### src/rtl/hamming_74_encoder_stream.sv
// Hamming(7,4) even-parity encoder with optional single-bit fault injection,
// feeding a 2-entry FIFO with saturating accept/inject counters.
module hamming_74_encoder_stream (
  input  logic        clk,
  input  logic        rst_n,
  input  logic        in_valid,
  output logic        in_ready,
  input  logic [3:0]  in_data,
  input  logic        inj_en,
  input  logic [2:0]  inj_pos,
  output logic        out_valid,
  input  logic        out_ready,
  output logic [7:1]  out_code,
  output logic [15:0] word_count,
  output logic [15:0] inj_count
);

  localparam logic [1:0] ST_EMPTY = 2'd0;
  localparam logic [1:0] ST_ONE   = 2'd1;
  localparam logic [1:0] ST_FULL  = 2'd2;

  logic [1:0]  state_q, state_d;
  logic [7:1]  head_q, head_d;
  logic [7:1]  tail_q, tail_d;
  logic [15:0] wcnt_q, wcnt_d;
  logic [15:0] icnt_q, icnt_d;

  logic        push, pop, inj_hit;
  logic [7:1]  clean_code, inj_mask, new_code;

  assign in_ready   = (state_q != ST_FULL);
  assign out_valid  = (state_q != ST_EMPTY);
  assign out_code   = out_valid ? head_q : 7'h00;
  assign word_count = wcnt_q;
  assign inj_count  = icnt_q;

  // Encode the incoming nibble and apply the requested bit flip.
  always_comb begin
    clean_code    = '0;
    clean_code[3] = in_data[0];
    clean_code[5] = in_data[1];
    clean_code[6] = in_data[2];
    clean_code[7] = in_data[3];
    clean_code[1] = in_data[0] ^ in_data[1] ^ in_data[3];
    clean_code[2] = in_data[0] ^ in_data[2] ^ in_data[3];
    clean_code[4] = in_data[1] ^ in_data[2] ^ in_data[3];
    inj_hit       = inj_en && (inj_pos != 3'd0);
    inj_mask      = inj_hit ? (7'd1 << (inj_pos - 3'd1)) : 7'd0;
    new_code      = clean_code ^ inj_mask;
  end

  // FIFO occupancy and entry movement; head is always the oldest entry.
  always_comb begin
    push    = in_valid && in_ready;
    pop     = out_valid && out_ready;
    state_d = state_q;
    head_d  = head_q;
    tail_d  = tail_q;
    case (state_q)
      ST_EMPTY: begin
        if (push) begin
          head_d  = new_code;
          state_d = ST_ONE;
        end
      end
      ST_ONE: begin
        if (push && pop) begin
          head_d = new_code;
        end else if (push) begin
          tail_d  = new_code;
          state_d = ST_FULL;
        end else if (pop) begin
          head_d  = 7'h00;
          state_d = ST_EMPTY;
        end
      end
      ST_FULL: begin
        if (pop) begin
          head_d  = tail_q;
          tail_d  = 7'h00;
          state_d = ST_ONE;
        end
      end
      default: begin
        state_d = ST_EMPTY;
        head_d  = 7'h00;
        tail_d  = 7'h00;
      end
    endcase
  end

  // Saturating counters of accepted and fault-carrying nibbles.
  always_comb begin
    wcnt_d = wcnt_q;
    icnt_d = icnt_q;
    if (push && (wcnt_q != 16'hFFFF)) wcnt_d = wcnt_q + 16'd1;
    if (push && inj_hit && (icnt_q != 16'hFFFF)) icnt_d = icnt_q + 16'd1;
  end

  // State registers with asynchronous clear.
  always_ff @(posedge clk or negedge rst_n) begin
    if (!rst_n) begin
      state_q <= ST_EMPTY;
      head_q  <= 7'h00;
      tail_q  <= 7'h00;
      wcnt_q  <= 16'h0000;
      icnt_q  <= 16'h0000;
    end else begin
      state_q <= state_d;
      head_q  <= head_d;
      tail_q  <= tail_d;
      wcnt_q  <= wcnt_d;
      icnt_q  <= icnt_d;
    end
  end

endmodule

### config.mk
export PLATFORM = sky130hd
export DESIGN_NAME = hamming_74_encoder_stream
export DESIGN_NICKNAME = d
export VERILOG_FILES = /design/src/rtl/hamming_74_encoder_stream.sv
export SDC_FILE = /design/constraint.sdc
export NUM_CORES = 1
export LEC_CHECK = 0
export BUFFER_PORTS_ARGS = -buffer_cell sky130_fd_sc_hd__clkbuf_2
export CAP_MARGIN = 20
export CORE_ASPECT_RATIO = 0.8
export CORE_MARGIN = 2
export CORE_UTILIZATION = 30
export CTS_BUF_LIST = sky130_fd_sc_hd__clkbuf_16
export CTS_CLUSTER_DIAMETER = 60
export DETAILED_ROUTE_END_ITERATION = 10
export HOLD_SLACK_MARGIN = 0.1
export PLACE_DENSITY_LB_ADDON = 0.25
export RECOVER_POWER = 100
export SLEW_MARGIN = 20
export SYNTH_ARGS = -nofsm -noshare
export SYNTH_HDL_FRONTEND = slang
export SYNTH_SLANG_ARGS = --single-unit
### constraint.sdc
create_clock -name clk -period 4.8 [get_ports clk]
set_input_delay 0.24 -clock clk [delete_from_list [all_inputs] [get_ports clk]]
set_output_delay 0.24 -clock clk [all_outputs]
set_load 0.02 [all_outputs]
# After elaboration in Yosys (flattened, before gate mapping)
# Cells that the tools add are included.
# totals
ff_bits,48
in_bits,12
wordCells,58
# op_classes
add_sub_neg,3
n_eq_ne,12
shift,1
n_mux,16
bitwise_logic,8
n_reduce_logical,13
# ops
cell,n
2-to-1 mux 7 bit,8
one-hot mux 7 bit (3 select lines),2
adder 16 x 1 -> 16 bit (second input constant),2
inequality test 16 bit (second input constant),2
AND reduction 4 bit,3
2-to-1 mux 2 bit,5
inequality test 2 bit (second input constant),5
inequality test 3 bit (second input constant),3
logical AND 1 bit,7
left shift 1 x 3 -> 7 bit (first input constant),1
XOR 7 bit,1
one-hot mux 2 bit (3 select lines),1
XOR 1 bit,6
nonzero test 3 bit,1
subtractor 3 x 1 -> 3 bit (second input constant),1
equality test 2 x 1 -> 1 bit (second input constant),1
equality test 2 bit (second input constant),1
zero test 2 bit,1
nonzero test 2 bit,1
NOT 1 bit,1

# Depth between registers and ports, before layout
# Gate-level depths: netlist (run 1).
# depth
word_depth,7
depth_mapped,6

# Worst setup path before layout (run 1)
# OpenSTA, ideal clock, no wires.
# synth_timing
path_kind,register -> register
from,"register icnt_q[0], in the netlist inj_count[0]"
to,"register icnt_q[1], in the netlist inj_count[1]"
setup_ns,0.125
arrival_time_ns,1.629
t_required_ns,4.675
path_slack_ns,3.046
path_stages_with_launch,7
path_buffers,1
cell_sequence,dfrtp_1 ha_1 nand3_1 and4b_4 buf_6 nor2_1 mux2_2
# synth_between
elab_chain_len,2
word_cells_on_any_way,3
# synth_lines
item,line_no,text
start: declaration,26,"logic [15:0] icnt_q, icnt_d;"
start signal: assignment,113,icnt_q <= icnt_d;
"parallel branches: the longest is 2 deep, another holds adder 16 x 1 -> 16 bit",-,
# Several ways; the timed one is not identified.
# A chain may end at the register's enable or synchronous reset.

# Final worst setup path (run 1)
# layout_timing
from,register state_q[0]
to,"register icnt_q[1], in the netlist inj_count[1]"
# layout_between
elab_chain_len,4
# layout_lines
item,line_no,text
start: declaration,22,"logic [1:0] state_q, state_d;"
start signal: assignment,109,state_q <= state_d;
inequality test 2 bit,31,assign in_ready = (state_q != ST_FULL);
logical AND 1 bit,54,push = in_valid && in_ready;
logical AND 1 bit (2 in series),97,if (push && inj_hit && (icnt_q != 16'hFFFF)) icnt_d = icnt_q + 16'd1;
# Every way passes these cells.

==> metrics, run 1 <==
clock latency of the later-clocked register in the worst-skew pair 0.28 ns; total power draw 1302 uW; buffer cell driving the clock tree root sky130_fd_sc_hd__clkbuf_16; Worst setup SP type flip-flop; H-tree lvl count 2; Register-to-Register Setup Slack 2.74 ns; Top Metal Used met4; HPWL after detailed placement 4413 um; number of gates resized after CTS 0; count of endpoints failing hold in the final timing report 0; drt first-iter violations 67; Synth async-reset ratio 100.0%; leakage 0.001347 uW; Pwr per Cell Area 426.1 nW/um2; final critical path time including I/O delays and setup 2.058 ns; standard-cell row count 30; routed vias 2091; relative max-transition margin 45.25%; share of the yosys chip area belonging to registers 44.71%; global-route usage over all layers 12.77%; Nets 325; Placeable Area 8596 um2; Yosys warning count 0; routed wire length 5983 um; RSZ-0062 raised after global routing no; final critical-path share of the clock period 42.88%; final RePlAce weighted congestion 0.7902; Mean Syn Cell Area 10.37 um2; max-cap violation count 0; data required time of the critical path 4.97 ns; overall overflow remaining after global route 0; largest fanout on the critical path 11; Total Die Area 9732 um2; crit path DAT 2.23 ns; type of the worst setup path reg -> reg; Layout area overhead 13.74%; final-report setup violation count 0; utilization after layout 35.55%; worst clock skew 0.007082 ns; clock tree sinks 48; number of port buffers 52; initial antenna violation count 0; Remaining DRCs 0; share of layout cells above drive strength 1 9.295%; clock tree from TritonCTS yes; met3 wirelength from detailed routing 352 um; detailed-route wire length per cell 14.11 um; Starting Density 31.25%; detailed-route wire length on metal 1 3072 um; vias per cell 4.932; Non-Filler Cell Area, Final 3055 um2; wire length of the first global-routing pass 9597 um; Die Width 109.8 um; DRT antenna net count 0; Setup Fix Bufs, Post-CTS 0; Diodes inserted 0; number of flops mapped to enable cells by yosys 0; worst-case hold slack 0.2653 ns; number of global-route vias before repair 1906; commonest cells after routing, fill and taps aside 48 x sky130_fd_sc_hd__dfrtp_1, 37 x sky130_fd_sc_hd__clkbuf_1, 36 x sky130_fd_sc_hd__nand2_1; clock-pin transition on the worst setup and hold timing paths 0.06 ns; net count after synthesis 273; Clock Tree Buf Depth 2; count of boundary I/O pins 53; Max IR drop VDD 0.1598 mV; die span in y 88.64 um; most frequent standard cell in the layout excluding fill and tap cells sky130_fd_sc_hd__dfrtp_1; actual slew at the worst max-slew pin 0.8150 ns; Slew Viols, Final 0; run status finished clean; post-synthesis instance area 2686 um2; number of buffers created by CTS 5; synthesized netlist cell count 259; Highest Clock Rate 485.9 MHz; Area after DPL 3030 um2; Setup TNS Final 0 ns; Critical Path Sink Type flip-flop; class of the tightest hold or removal check in -> reg; count of distinct cell types in the synthesized netlist 48; iteration count of the initial detailed-routing pass 4; synthesized flop and latch total 48; Post-CTS Hold Buffers 1; amount of wire on met2 after detailed routing 2503 um; maximum number of pins on one net before global-route repair 49; Post-synth top flop sky130_fd_sc_hd__dfrtp_1
==> registers in the layout, summed over array words and instances (netlist names) <==
register	cells
tail_q	7
head_q	7
state_q	2
inj_count	16
word_count	16
==> worst max-delay path, stage by stage, from the launching register on <==
cell and delay [ns]:
sky130_fd_sc_hd__dfrtp_1 0.51, sky130_fd_sc_hd__nand2b_1 0.37, sky130_fd_sc_hd__nand4_1 0.41, sky130_fd_sc_hd__nor2_1 0.30, sky130_fd_sc_hd__mux2_2 0.35
==> layout make-up <==
class / count / area, um2
inverter: 6 / 22.52
clock inverter: 3 / 15.01
sequential: 48 / 1201
fill: 911 / 5540
clock buffer: 5 / 125.1
timing repair buffer: 54 / 231.5
tap: 112 / 140.1
multi-input combinational: 196 / 1320
==> logic make-up after synthesis <==
group	after synthesis	share of synthesized area, %
and+or+nand+nor	126	29.39
DFF	48	44.71
xor gates and xnor gates	38	13.93
AOI/OAI and AO/OA	25	5.776
buffers and inverters	15	3.214
muxes	5	2.049
adders and majority gates	2	0.9314
==> per-stage QoR <==
stage / setup WS (ns) / cells
5_1_grt: 2.510 / 424
3_5_place_dp: 3.039 / 415
6_report: 2.742 / 424
3_3_place_gp: 3.064 / 415
2_1_floorplan: 3.046 / 259
4_1_cts: 3.023 / 424
==> path summary, 6_finish.rpt <==
path	start	end	cells after the start
min in group asynchronous	rst_n	word_count[9]$_DFFE_PN0P_	3
max	state_q[0]$_DFFE_PN0P_	inj_count[1]$_DFFE_PN0P_	4
max in group asynchronous	rst_n	inj_count[9]$_DFFE_PN0P_	3
min	out_ready	state_q[1]$_DFFE_PN0P_	2
min reg2reg	tail_q[2]$_DFFE_PN0P_	head_q[2]$_DFFE_PN0P_	2
max reg2reg	state_q[0]$_DFFE_PN0P_	inj_count[1]$_DFFE_PN0P_	4
==> metal layers <==
metal	up-vias	track usage [%]
met5	-	0
met4	0	3.913
met3	6	3.461
met2	51	17.90
met1	1006	19.00
li1	1028	-
==> power by group <==
part | internal, uW | switching, uW | total, uW
logic | 137 | 232 | 370
clock network | 190 | 147 | 337
registers | 495 | 100 | 596
total | 822 | 480 | 1300
==> cell usage after synthesis (all sizes together), types with 4 or more instances <==
| master | n | area share [%] |
|---|---|---|
| buf | 7 | 2.1 |
| nor2 | 10 | 1.5 |
| nand3 | 10 | 1.9 |
| inv | 6 | 0.84 |
| xnor2 | 16 | 5.2 |
| nor4 | 9 | 3.1 |
| nor3 | 7 | 1.3 |
| a21oi | 8 | 1.5 |
| a22oi | 7 | 2.0 |
| and4 | 7 | 2.3 |
| and2 | 8 | 1.9 |
| xor2 | 19 | 6.2 |
| nand4 | 13 | 3.8 |
| dfrtp | 48 | 45 |
| nor2b | 5 | 1.2 |
| nand2 | 36 | 5.0 |
| o21ai | 7 | 1.3 |
| mux2 | 4 | 1.7 |
(Power assumes the default switching activity.)
==> inputs of run 2 (changes only) <==
--- a/config.mk
+++ b/config.mk
@@ -5,6 +5,7 @@
 export SDC_FILE = /design/constraint.sdc
 export NUM_CORES = 1
 export LEC_CHECK = 0
+export ABC_AREA = 1
 export BUFFER_PORTS_ARGS = -buffer_cell sky130_fd_sc_hd__clkbuf_2
 export CAP_MARGIN = 20
 export CORE_ASPECT_RATIO = 0.8
==> constraint.sdc (replaced) <==
create_clock -name clk -period 1.9 [get_ports clk]
set_input_delay 0.095 -clock clk [delete_from_list [all_inputs] [get_ports clk]]
set_output_delay 0.095 -clock clk [all_outputs]
set_load 0.02 [all_outputs]
==> run 2 against run 1 <==
  * Utilization is 0.64 points higher
  * Via count is 35% higher
  * Critical path type unchanged
  * Power grew to 3.4 times the previous value
  * Final cell count is 49% higher
  * Highest routed layer unchanged
  * First-iteration DRC count is 120% higher
  * Register-to-register slack worse by 2.5 ns
  * Sequential cell count stayed put
  * Clock skew is 0.00097 ns higher
  * Largest power group is now combinational logic
  * Die area is 11% higher
==> metrics, run 2 <==
detailed-route wire length per cell 11.72 um (was 14.11 um); leading cell type by number of instances after synthesis sky130_fd_sc_hd__nand2_1 (was sky130_fd_sc_hd__dfrtp_1); Critical Path Sink Type flip-flop (unchanged); commonest cells after routing, fill and taps aside 173 x sky130_fd_sc_hd__nand2_1, 56 x sky130_fd_sc_hd__inv_1, 48 x sky130_fd_sc_hd__dfrtp_1 (was 48 x sky130_fd_sc_hd__dfrtp_1, 37 x sky130_fd_sc_hd__clkbuf_1, 36 x sky130_fd_sc_hd__nand2_1); number of buffers created by CTS 5 (unchanged); Register-to-Register Setup Slack 0.23 ns (was 2.74 ns); clock-pin transition on the worst setup and hold timing paths 0.07 ns (was 0.06 ns); count of boundary I/O pins 53 (unchanged); final RePlAce weighted congestion 0.8094 (was 0.7902); run status finished clean (unchanged); share of the yosys chip area belonging to registers 40.00% (was 44.71%); crit path DAT 1.86 ns (was 2.23 ns); Area after DPL 3437 um2 (was 3030 um2); HPWL after detailed placement 5554 um (was 4413 um); overall overflow remaining after global route 0 (unchanged); RSZ-0062 raised after global routing no (unchanged); number of flops mapped to enable cells by yosys 0 (unchanged); number of port buffers 52 (unchanged); initial antenna violation count 0 (unchanged); R2R Path End head_q[7]$_DFFE_PN0P_ (was inj_count[1]$_DFFE_PN0P_); post-synthesis instance area 3003 um2 (was 2686 um2); Yosys warning count 0 (unchanged); share of layout cells above drive strength 1 7.258% (was 9.295%); synthesized flop and latch total 48 (unchanged); type of the worst setup path reg -> reg (unchanged); synthesized-area fraction occupied by adder cells 0.8333% (was 0.9315%); Reg2Reg Depth 7 (was 4); max-cap violation count 0 (unchanged); worst reg2reg path startpoint state_q[1]$_DFFE_PN0P_ (was state_q[0]$_DFFE_PN0P_); fraction of post-synthesis cell area in the top cell type by area 40.00% (was 44.71%); buffer cell driving the clock tree root sky130_fd_sc_hd__clkbuf_16 (unchanged); number of global-route vias before repair 2753 (was 1906); iteration count of the initial detailed-routing pass 4 (unchanged); Remaining DRCs 0 (unchanged); die span in y 93.49 um (was 88.64 um); Max IR drop VDD 0.5179 mV (was 0.1598 mV); Placeable Area 9689 um2 (was 8596 um2); Clock Tree Buf Depth 2 (unchanged); clock latency of the later-clocked register in the worst-skew pair 0.29 ns (was 0.28 ns); beginning of the worst hold path in_data[2] (was out_ready); largest area contributor in the synthesized netlist sky130_fd_sc_hd__dfrtp_1 (unchanged); class of the tightest hold or removal check in -> reg (unchanged); count of endpoints failing hold in the final timing report 0 (unchanged); Starting Density 30.99% (was 31.25%); H-tree lvl count 2 (unchanged); Synth async-reset ratio 100.0% (unchanged); fraction of synthesized cell area in xor and xnor cells 5.833% (was 13.93%); final critical-path share of the clock period 88.14% (was 42.88%); Highest Clock Rate 597.1 MHz (was 485.9 MHz); Pwr per Cell Area 1248 nW/um2 (was 426.1 nW/um2); standard-cell row count 32 (was 30); routed vias 2816 (was 2091); largest fanout on the critical path 9 (was 11); Die Width 115.9 um (was 109.8 um); Slew Viols, Final 0 (unchanged); proportion of synthesized area in mux cells 0% (was 2.049%); data required time of the critical path 2.08 ns (was 4.97 ns); DRT antenna net count 0 (unchanged); dominant cells by area after synthesis sky130_fd_sc_hd__dfrtp_1 40%, sky130_fd_sc_hd__nand2_1 22%, sky130_fd_sc_hd__inv_1 6.8% (was sky130_fd_sc_hd__dfrtp_1 45%, sky130_fd_sc_hd__xor2_1 6.2%, sky130_fd_sc_hd__xnor2_1 5.2%); synthesized netlist cell count 432 (was 259); Mean Syn Cell Area 6.951 um2 (was 10.37 um2); Total Die Area 10830 um2 (was 9732 um2); final critical path time including I/O delays and setup 1.675 ns (was 2.058 ns); wire length of the first global-routing pass 12900 um (was 9597 um); final-report setup violation count 0 (unchanged); relative max-transition margin 16.73% (was 45.25%); cell count of the worst hold path 4 (was 2); Setup TNS Final 0 ns (unchanged); worst clock skew 0.008052 ns (was 0.007082 ns); most frequent standard cell in the layout excluding fill and tap cells sky130_fd_sc_hd__nand2_1 (was sky130_fd_sc_hd__dfrtp_1); count of distinct cell types in the synthesized netlist 26 (was 48); Non-Filler Cell Area, Final 3506 um2 (was 3055 um2); capture endpoint of the worst hold path tail_q[6]$_DFFE_PN0P_ (was state_q[1]$_DFFE_PN0P_); area fraction in compound gates after synthesis 6.500% (was 5.776%); Nets 509 (was 325); leakage 0.001711 uW (was 0.001347 uW); Synth Area in Simple Gates 38.00% (was 29.39%); net count after synthesis 446 (was 273); actual slew at the worst max-slew pin 1.249 ns (was 0.8150 ns); Diodes inserted 0 (unchanged); clock tree from TritonCTS yes (unchanged); maximum number of pins on one net before global-route repair 49 (unchanged); Post-synth top flop sky130_fd_sc_hd__dfrtp_1 (unchanged); vias per cell 4.456 (was 4.932); routed wire length 7408 um (was 5983 um); clock tree sinks 48 (unchanged); global-route usage over all layers 14.81% (was 12.77%); fill cell count 1091 (was 911); Layout area overhead 16.75% (was 13.74%); most frequent cells after synthesis 173 x sky130_fd_sc_hd__nand2_1, 54 x sky130_fd_sc_hd__inv_1, 48 x sky130_fd_sc_hd__dfrtp_1 (was 48 x sky130_fd_sc_hd__dfrtp_1, 36 x sky130_fd_sc_hd__nand2_1, 19 x sky130_fd_sc_hd__xor2_1); largest family of logic cells by synthesized area simple AND/OR/NAND/NOR gates (unchanged); Setup Fix Bufs, Post-CTS 0 (unchanged); drt first-iter violations 148 (was 67); Worst setup SP type flip-flop (unchanged)
run 2: report_power, final:
part,switching [uW],leakage [uW],internal (uW)
Combinational,1240,0.00101,540
Sequential,355,0.000630,1370
Clock,389,0.0000687,479
Total,1980,0.00171,2390
run 2: critical path, stage by stage, from the launching register on:
cell and delay [ns]:
sky130_fd_sc_hd__dfrtp_1 0.44, sky130_fd_sc_hd__clkinv_1 0.09, sky130_fd_sc_hd__nand2_1 0.13, sky130_fd_sc_hd__nor2_1 0.07
sky130_fd_sc_hd__a31oi_2 0.42, sky130_fd_sc_hd__inv_1 0.25, sky130_fd_sc_hd__nand2_1 0.11, sky130_fd_sc_hd__nand2_1 0.06
run 2: cell type report:
class	instances	area [um2]	area share (%)
multi-input combinational	321	1500	42.79
timing repair buffer	60	270.3	7.709
tap	136	170.2	4.854
clock inverter	3	15.01	0.4283
sequential	48	1201	34.26
inverter	59	224.0	6.388
clock buffer	5	125.1	3.569
run 2: routing by layer:
metal  vias up  global-route usage (%)  share of wire (%)
li1       1474                       -                  -
met1      1277                   20.99                 51
met2        60                   22.81                 43
met3         5                   3.240                4.9
met4         0                   3.869               0.70
met5         -                       0                  0
run 2: cells by family (layout without fill, tap and decap cells):
group	Yosys count	after routing
xor gates and xnor gates	20	20
DFF	48	48
and+or+nand+nor	270	270
adders and majority gates	2	2
AOI/OAI and AO/OA	29	29
buffers and inverters	63	127
run 2: worst max path at each step:
stage,startpoint,end,slack [ns],cells past startpoint
after floorplan,inj_count[0]$_DFFE_PN0P_,inj_count[2]$_DFFE_PN0P_,0.20,9
after global placement,inj_count[1]$_DFFE_PN0P_,inj_count[4]$_DFFE_PN0P_,0.27,9
after detailed placement,inj_count[1]$_DFFE_PN0P_,inj_count[8]$_DFFE_PN0P_,0.13,8
after CTS,inj_count[1]$_DFFE_PN0P_,inj_count[8]$_DFFE_PN0P_,0.12,8
after global routing,state_q[1]$_DFFE_PN0P_,head_q[1]$_DFFE_PN0P_,0.05,7
final,state_q[1]$_DFFE_PN0P_,head_q[7]$_DFFE_PN0P_,0.23,7
run 2: timing repair:
| item | in CTS | in global routing |
|---|---|---|
| hold endpoints to repair | 49 | 0 |
| endpoints found under the setup margin | 0 | 12 |
| gates resized for setup | 0 | 2 |
| hold buffers | 2 | 0 |
run 2: through the flow:
step	total power, uW	utilization [%]	hold WS, ns	cells	setup slack [ns]
5_1_grt	4750	36.18	0.1975	632	0.05204
6_report	4374	36.18	0.1737	632	0.2253
3_3_place_gp	3649	35.47	0.2511	622	0.2713
2_1_floorplan	2985	-	-0.2006	432	0.2002
3_5_place_dp	3668	35.47	0.2567	622	0.1263
4_1_cts	4578	37.13	0.1610	632	0.1216
==> inputs of run 3 (changes only) <==
--- a/config.mk
+++ b/config.mk
@@ -8,7 +8,7 @@
 export ABC_AREA = 1
 export BUFFER_PORTS_ARGS = -buffer_cell sky130_fd_sc_hd__clkbuf_2
 export CAP_MARGIN = 20
-export CORE_ASPECT_RATIO = 0.8
+export CORE_ASPECT_RATIO = 1.25
 export CORE_MARGIN = 2
 export CORE_UTILIZATION = 30
 export CTS_BUF_LIST = sky130_fd_sc_hd__clkbuf_16
==> run 3 against run 2 <==
  * Design area shrank 0.21%
  * Worst hold slack got worse by 0.0071 ns
  * Sequential share of layout area up 0.073 points
  * Non-clock buffer count down 2
  * Maximum frequency is 1.7% lower
  * Sequential power barely moved
  * Global-route usage fell by 1.1 points
  * Utilization about the same
  * Power rose by 2.0%
  * Wire length decreased by 3.1%
  * Combinational power shrank 4%
==> metrics, run 3 (synthesized netlist as in run 2, its figures left out) <==
clock tree from TritonCTS yes (unchanged); buffer cell driving the clock tree root sky130_fd_sc_hd__clkbuf_16 (unchanged); detailed-route wire length per cell 11.58 um (was 11.72 um); M1 GR Usage 18.30% (was 20.99%); run status finished clean (unchanged); Diodes inserted 0 (unchanged); delay-heaviest family, CP compound AO/OA/AOI/OAI gates (was flip-flops); Placeable Area 9659 um2 (was 9689 um2); Starting Density 31.09% (was 30.99%); most frequent cell on the critical path sky130_fd_sc_hd__nand2_1 (unchanged); Total Die Area 10830 um2 (unchanged); type of the worst setup path reg -> reg (unchanged); H-tree lvl count 2 (unchanged); Remaining DRCs 0 (unchanged); drt first-iter violations 107 (was 148); worst clock skew 0.007896 ns (was 0.008052 ns); net switching fraction of the power 43.61% (was 45.27%); global-route track usage on met2 22.54% (was 22.81%); HPWL after detailed placement 5346 um (was 5554 um); share of layout cells above drive strength 1 6.883% (was 7.258%); capture endpoint of the worst hold path state_q[1]$_DFFE_PN0P_ (was tail_q[6]$_DFFE_PN0P_); peak per-stage delay on the critical path 0.57 ns (was 0.44 ns); Crit path buffers/inverters 2 (unchanged); routing layer with the top usage in global route met2 (unchanged); final critical-path share of the clock period 89.70% (was 88.14%); clock tree sinks 48 (unchanged); largest fanout on the critical path 9 (unchanged); DRT antenna net count 0 (unchanged); RSZ-0062 raised after global routing no (unchanged); iteration count of the initial detailed-routing pass 6 (was 4); final-report setup violation count 0 (unchanged); maximum number of pins on one net before global-route repair 49 (unchanged); Reg2Reg Depth 7 (unchanged); met3 capacity usage during global routing 2.276% (was 3.240%); startpoint of the worst setup timing path state_q[1]$_DFFE_PN0P_ (unchanged); beginning of the worst hold path in_valid (was in_data[2]); Clock power frac 23.1% (was 19.8%); final RePlAce weighted congestion 0.8023 (was 0.8094); clock latency of the later-clocked register in the worst-skew pair 0.29 ns (about the same); Slew Viols, Final 0 (unchanged); design internal power 2516 uW (was 2394 uW); Setup TNS Final 0 ns (unchanged); relative max-transition margin 15.64% (was 16.73%); most frequent standard cell in the layout excluding fill and tap cells sky130_fd_sc_hd__nand2_1 (unchanged); data required time of the critical path 2.08 ns (about the same); Nets 507 (was 509); Clock Tree Buf Depth 2 (unchanged); vias per cell 4.489 (was 4.456); total power draw 4461 uW (was 4374 uW); worst reg2reg path startpoint state_q[1]$_DFFE_PN0P_ (unchanged); Layout area overhead 16.50% (was 16.75%); commonest cells after routing, fill and taps aside 173 x sky130_fd_sc_hd__nand2_1, 54 x sky130_fd_sc_hd__inv_1, 48 x sky130_fd_sc_hd__dfrtp_1 (was 173 x sky130_fd_sc_hd__nand2_1, 56 x sky130_fd_sc_hd__inv_1, 48 x sky130_fd_sc_hd__dfrtp_1); number of buffers created by CTS 5 (unchanged); wire length of the first global-routing pass 11880 um (was 12900 um); routed wire length 7182 um (was 7408 um); die span in y 115.9 um (was 93.49 um); Pwr per Cell Area 1275 nW/um2 (was 1248 nW/um2); setup ws final 0.1956 ns (was 0.2253 ns); Highest Clock Rate 586.7 MHz (was 597.1 MHz); routed vias 2783 (was 2816); clock-pin transition on the worst setup and hold timing paths 0.07 ns (about the same); critical path, cell by cell clkinv_1 -> nand2_1 -> nor2_1 -> a31oi_1 -> inv_2 -> nand2_1 -> nand2_1 (was clkinv_1 -> nand2_1 -> nor2_1 -> a31oi_2 -> inv_1 -> nand2_1 -> nand2_1); final critical path time including I/O delays and setup 1.704 ns (was 1.675 ns); max-cap violation count 0 (unchanged); crit path DAT 1.88 ns (was 1.86 ns); number of port buffers 52 (unchanged); count of boundary I/O pins 53 (unchanged); Critical Path Sink Type flip-flop (unchanged); Max IR drop VDD 0.3892 mV (was 0.5179 mV); initial antenna violation count 0 (unchanged); global-route usage over all layers 13.71% (was 14.81%); count of endpoints failing hold in the final timing report 0 (unchanged); register share of total power 38.7% (was 39.5%); standard-cell row count 40 (was 32); overall overflow remaining after global route 0 (unchanged); actual slew at the worst max-slew pin 1.265 ns (was 1.249 ns); net switching power 1945 uW (was 1980 uW); leakage 0.001713 uW (was 0.001711 uW); fill cell count 1068 (was 1091); power share of the combinational group 38.2% (was 40.6%); Worst setup SP type flip-flop (unchanged); worst-case hold slack 0.1666 ns (was 0.1737 ns); class of the tightest hold or removal check in -> reg (unchanged); R2R Path End head_q[7]$_DFFE_PN0P_ (unchanged); Register-to-Register Setup Slack 0.20 ns (was 0.23 ns); area of all sequential standard cells 1201 um2 (unchanged); number of global-route vias before repair 2510 (was 2753); cell count of the worst hold path 3 (was 4); multi-input gate area in the final layout 1489 um2 (was 1500 um2); Die Width 93.49 um (was 115.9 um); CP max-delay cell sky130_fd_sc_hd__a31oi_1 (was sky130_fd_sc_hd__dfrtp_1); Setup Slack @ Placement 0.2151 ns (was 0.1263 ns)
-- run 3: cell type report --
class	instances	area share [%]
clock buffer	5	3.577
clock inverter	3	1.323
inverter	59	6.402
multi-input combinational	321	42.56
sequential	48	34.33
tap	126	4.506
timing repair buffer	58	7.296
-- run 3: repair_timing --
item | 4_1_cts | 5_1_grt
buffers inserted | 0 | 0
resized for setup | 0 | 0
hold buffers | 2 | 0
endpoints found under the hold margin | 49 | 0
-- run 3: metal layers --
layer | share of wire (%) | wire length [um]
met2 | 46 | 3284
met5 | 0 | 0
met4 | 1.5 | 106
met3 | 3.7 | 263
met1 | 49 | 3527
-- run 3: tightest hold or removal path, delay by kind of cell --
kind / cells / cell delay [ns]
buffers and inverters: 1 / 0.14
AND/OR/NAND/NOR: 1 / 0.11
AO/OA/AOI/OAI: 1 / 0.08
-- run 3: worst max path at each step --
stage                                       endpoint  depth (start not counted)
after CTS                 word_count[14]$_DFFE_PN0P_                          8
final                          head_q[7]$_DFFE_PN0P_                          7
after global routing           head_q[1]$_DFFE_PN0P_                          7
after floorplan             inj_count[2]$_DFFE_PN0P_                          9
after detailed placement   inj_count[12]$_DFFE_PN0P_                          9
after global placement     inj_count[12]$_DFFE_PN0P_                          9
-- run 3: metrics by stage --
| stage | cells | area, um2 | utilization, % |
|---|---|---|---|
| 3_3_place_gp | 610 | 3410 | 35.30 |
| 2_1_floorplan | 432 | 3003 | - |
| 3_5_place_dp | 610 | 3410 | 35.30 |
| 6_report | 620 | 3498 | 36.22 |
| 4_1_cts | 620 | 3601 | 37.28 |
| 5_1_grt | 620 | 3498 | 36.22 |
-- run 3: power by group through the flow --
stage	clock network [uW]	logic (uW)	registers, uW
2_1_floorplan	0	1060	1930
3_3_place_gp	0	1860	1730
3_5_place_dp	0	1870	1740
4_1_cts	1080	1880	1730
5_1_grt	1110	1930	1790
6_report	1030	1700	1730
